`src/rtl/alu_controlador.sv`:
```
// Sequencer between the board inputs and the lab ALU: registers operands and opcode,
// waits a settle time, then captures result and flags with a one-cycle valid pulse.
module alu_controlador #(
  parameter int n      = 4,
  parameter int ESPERA = 1
) (
  input  logic         clk,
  input  logic         rst,
  input  logic         inicio,
  input  logic         barrido,
  input  logic         cancelar,
  input  logic [n-1:0] op_a,
  input  logic [n-1:0] op_b,
  input  logic [3:0]   op_sel,
  output logic         listo,
  output logic [n-1:0] alu_a,
  output logic [n-1:0] alu_b,
  output logic [3:0]   alu_sel,
  input  logic [3:0]   alu_resultado,
  input  logic         alu_carry,
  input  logic         alu_cero,
  output logic [3:0]   resultado,
  output logic         carry,
  output logic         cero,
  output logic [3:0]   op_actual,
  output logic         valido,
  output logic         error
);

  localparam int            CW          = $clog2(ESPERA) + 1;
  localparam logic [CW-1:0] CNT_INI     = CW'(ESPERA - 1);
  localparam logic          S_REPOSO    = 1'b0;
  localparam logic          S_ESPERA    = 1'b1;
  localparam logic [3:0]    SEL_PRIMERO = 4'b0001;
  localparam logic [3:0]    SEL_ULTIMO  = 4'b1010;

  logic          estado_q, estado_d;
  logic [CW-1:0] cnt_q, cnt_d;
  logic          barrido_q, barrido_d;
  logic [n-1:0]  alu_a_q, alu_a_d, alu_b_q, alu_b_d;
  logic [3:0]    alu_sel_q, alu_sel_d;
  logic [3:0]    resultado_q, resultado_d;
  logic          carry_q, carry_d, cero_q, cero_d;
  logic [3:0]    op_actual_q, op_actual_d;
  logic          valido_q, valido_d, error_q, error_d;
  logic          op_indefinido;

  assign op_indefinido = (op_sel == 4'b0000) || (op_sel > SEL_ULTIMO);

  always_comb begin
    estado_d    = estado_q;
    cnt_d       = cnt_q;
    barrido_d   = barrido_q;
    alu_a_d     = alu_a_q;
    alu_b_d     = alu_b_q;
    alu_sel_d   = alu_sel_q;
    resultado_d = resultado_q;
    carry_d     = carry_q;
    cero_d      = cero_q;
    op_actual_d = op_actual_q;
    valido_d    = 1'b0;
    error_d     = 1'b0;
    if (estado_q == S_REPOSO) begin
      if (inicio) begin
        alu_a_d   = op_a;
        alu_b_d   = op_b;
        barrido_d = barrido;
        if (barrido) begin
          alu_sel_d = SEL_PRIMERO;
          cnt_d     = CNT_INI;
          estado_d  = S_ESPERA;
        end else begin
          alu_sel_d = op_sel;
          if (op_indefinido) begin
            // Undefined opcode: report immediately without involving the ALU.
            resultado_d = 4'b0000;
            carry_d     = 1'b0;
            cero_d      = 1'b0;
            op_actual_d = op_sel;
            valido_d    = 1'b1;
            error_d     = 1'b1;
          end else begin
            cnt_d    = CNT_INI;
            estado_d = S_ESPERA;
          end
        end
      end
    end else begin
      if (cancelar) begin
        estado_d = S_REPOSO;
      end else if (cnt_q != '0) begin
        cnt_d = cnt_q - 1'b1;
      end else begin
        resultado_d = alu_resultado;
        carry_d     = alu_carry;
        cero_d      = alu_cero;
        op_actual_d = alu_sel_q;
        valido_d    = 1'b1;
        if (!barrido_q || alu_sel_q == SEL_ULTIMO) begin
          estado_d = S_REPOSO;
        end else begin
          alu_sel_d = alu_sel_q + 4'b0001;
          cnt_d     = CNT_INI;
        end
      end
    end
  end

  always_ff @(posedge clk) begin
    if (rst) begin
      estado_q    <= S_REPOSO;
      cnt_q       <= '0;
      barrido_q   <= 1'b0;
      alu_a_q     <= '0;
      alu_b_q     <= '0;
      alu_sel_q   <= 4'b0000;
      resultado_q <= 4'b0000;
      carry_q     <= 1'b0;
      cero_q      <= 1'b0;
      op_actual_q <= 4'b0000;
      valido_q    <= 1'b0;
      error_q     <= 1'b0;
    end else begin
      estado_q    <= estado_d;
      cnt_q       <= cnt_d;
      barrido_q   <= barrido_d;
      alu_a_q     <= alu_a_d;
      alu_b_q     <= alu_b_d;
      alu_sel_q   <= alu_sel_d;
      resultado_q <= resultado_d;
      carry_q     <= carry_d;
      cero_q      <= cero_d;
      op_actual_q <= op_actual_d;
      valido_q    <= valido_d;
      error_q     <= error_d;
    end
  end

  assign listo     = (estado_q == S_REPOSO);
  assign alu_a     = alu_a_q;
  assign alu_b     = alu_b_q;
  assign alu_sel   = alu_sel_q;
  assign resultado = resultado_q;
  assign carry     = carry_q;
  assign cero      = cero_q;
  assign op_actual = op_actual_q;
  assign valido    = valido_q;
  assign error     = error_q;

endmodule

```
`config.mk`:
```
export PLATFORM = sky130hd
export DESIGN_NAME = alu_controlador
export DESIGN_NICKNAME = d
export VERILOG_FILES = /design/src/rtl/alu_controlador.sv
export SDC_FILE = /design/constraint.sdc
export NUM_CORES = 1
export LEC_CHECK = 0
export BUFFER_PORTS_ARGS = -buffer_cell sky130_fd_sc_hd__buf_2
export CORE_MARGIN = 8
export CORE_UTILIZATION = 50
export DETAILED_ROUTE_END_ITERATION = 10
export GPL_ROUTABILITY_DRIVEN = 1
export MAX_ROUTING_LAYER = met4
export PLACE_DENSITY = 0.82
export RECOVER_POWER = 25
export SYNTH_ARGS = -nofsm -noshare
export SYNTH_HDL_FRONTEND = slang
export SYNTH_SLANG_ARGS = --single-unit
```
`constraint.sdc`:
```
create_clock -name clk -period 3.8 [get_ports clk]
set_input_delay 0.19 -clock clk [delete_from_list [all_inputs] [get_ports clk]]
set_output_delay 0.19 -clock clk [all_outputs]
set_load 0.05 [all_outputs]
```
==> flow_summary.yaml <==
clock_tree:
  cts_hold_buf: 0
  path_clk_slew_ns: 0.13
  cts.sinks: 26
  post_cts_resize_count: 0
  cts.htree.levels: 1
  root_buffer: "clkbuf_4"
  cts_max_path_buffers: 2
  cts_tree: "done"
  worst_skew_pair.late_latency_ns: 0.32
  postCtsSetupBuffers: 0
  cts-buffers-inserted: 3
run_status:
  status: "finished, final reports clean"
die:
  die_h_um: 64.7
  num_rows: 17
  placeableCoreArea_um2: 2230
  die_area_um2: 4190
  io_pins: 48
  start_util_pct: 53.2
  die_width_um: 64.7
power_and_ir_drop:
  p_leak_uw: 0.000639
  p_per_area_nw_per_um2: 390
  peakVddDrop_v: 0.000207
  power.total_uw: 558
synthesis:
  synthCells: 135
  synth_ff_type: "dfxtp_1"
  synth_edf_count: 0
  synth_area_per_cell_um2: 8.80
  synth-seq-cells: 26
  yosysSeqAreaShare_pct: 43.8
  synth_nets: 160
  synth-async-reset-ratio_pct: 0
  synth_area_um2: 1190
  synth_warnings: 0
  synth_cell_type_count: 37
critical_path:
  crit_type: "reg -> reg"
  crit_chain: "and2b_1 -> a31oi_4 -> a221oi_1 -> a211oi_2"
  cp.arrival_ns: 2.12
  cpMaxStageDelayCell: "dfxtp_1"
  cp-start-kind: "flip-flop"
  critPathRequiredTime_ns: 4.00
  cp-end-kind: "flip-flop"
  max_stage_delay_ns: 0.69
  cp_max_fo: 13
flow_run:
  drv_cap: 0
placed_design:
  dpl.hpwl_um: 2480
  portBuffers: 47
  gp_congestion: 0.901
  dp_cells: 204
finish:
  layout_common_cells: "buf_2 (35), nand2_1 (28), dfxtp_1 (26)"
  fin_util_pct: 64.0
  instances_no_fill: 207
  fin_nets: 206
  syn_to_final_growth_pct: 20.4
  mostFrequentLayoutCell: "buf_2"
  drive_gt1_share_pct: 24.6
  diodes: 0
routing:
  ant_nets: 0
  first_iter_violations: 72
  drt_pass1_iterations: 5
  routed_wl_um: 3310
  drc: 0
  wl_per_cell_um: 16.0
  via_per_inst: 5.77
  vias: 1194
global_routing:
  grt_usage_pct: 16.0
  grt_pass1_vias: 1243
  grt_max_degree: 24
  antenna_found_initial: 0
  grt_overflow: 0
  grt_pass1_wl_um: 5440
sta:
  setup_viol: 0
  tightest_slew_ns: 0.623
  timing.fmax_ghz: 0.519
  hold_viol: 0
  min_period_over_period_pct: 50.7
  clock_skew_ns: 0.00795
  rsz0062_at_grt: "no"
  setup_tns_ns: 0
  timing.hold.ws_ns: 0.0956
  period_needed_ns: 1.93
  relSlewSlack_pct: 58.6
  drv_slew: 0
hold_path:
  hold_path_class: "in -> reg"
sequential cells by signal (all words and copies together), names as in the netlist:
signal     flops
alu_a          4
resultado      4
carry          1
alu_b          4
alu_sel        4
valido         1
barrido_q      1
estado_q       1
error          1
cero           1
op_actual      4
layer usage:
layer	routed length (um)	vias up	share of wire [%]	global-route usage, %
li1	-	577	-	-
met1	1350	557	41	16.5
met2	1690	56	51	28.2
met3	240	4	7.3	3.78
met4	31	0	0.94	7.08
met5	0	-	0	-
synth_stat cells (2+ instances only):
cell      number  area (um2)
o211a_1        4        40.0
a221oi_1       2        17.5
ha_1           2        25.0
inv_1          5        18.8
clkbuf_1       3        11.3
nand2b_1       2        12.5
nand4_1        7        43.8
dfxtp_1       26         521
a21oi_1       19        95.1
nand3_1        2        10.0
nor3_1         2        10.0
o21ai_1        2        10.0
mux2i_1        4        40.0
o31ai_1        4        30.0
nand3b_1       2        15.0
nand2_1       28         105
worst max-delay path: cells and delay by family (launching register included):
family	cells	cell delay (ns)
and+or+nand+nor	1	0.48
DFF	1	0.69
AOI/OAI and AO/OA	3	0.63
power breakdown:
part	switching, uW	internal [uW]
sequential	15.2	288
combinational	101	39.9
clock	76.7	37.1
worst paths after layout:
path	from	endpoint	slack, ns	cells past startpoint
min reg2reg	alu_a[2]$_SDFFE_PP0P_	alu_a[2]$_SDFFE_PP0P_	0.47	2
min	op_a[1]	alu_a[1]$_SDFFE_PP0P_	0.1	3
max	estado_q$_SDFF_PP0_	alu_sel[3]$_SDFFE_PP0P_	1.87	4
max reg2reg	estado_q$_SDFF_PP0_	alu_sel[3]$_SDFFE_PP0P_	1.87	4
per-stage QoR:
stage / instance area, um2 / setup WS (ns)
finish: 1430 / 1.87
global route: 1430 / 1.71
CTS: 1450 / 1.87
detailed placement: 1420 / 1.96
global placement: 1420 / 2.07
floorplan: 1190 / 2.07
final cells by class:
type	count	area, um2
Tap cell	28	35.0
Sequential cell	26	520
Clock buffer	3	22.5
Fill cell	205	803
Timing Repair Buffer	47	220
Inverter	5	18.8
Multi-Input combinational cell	98	613
kinds of logic after synthesis:
kind of cell / Yosys count / share of synthesized area (%)
xor gates and xnor gates: 1 / 0.738
DFF: 26 / 43.8
and+or+nand+nor: 52 / 22.8
buffers and inverters: 11 / 4.53
adders and majority gates: 2 / 2.11
AOI/OAI and AO/OA: 39 / 22.7
muxes: 4 / 3.37
Power figures use the tool's default switching activity.
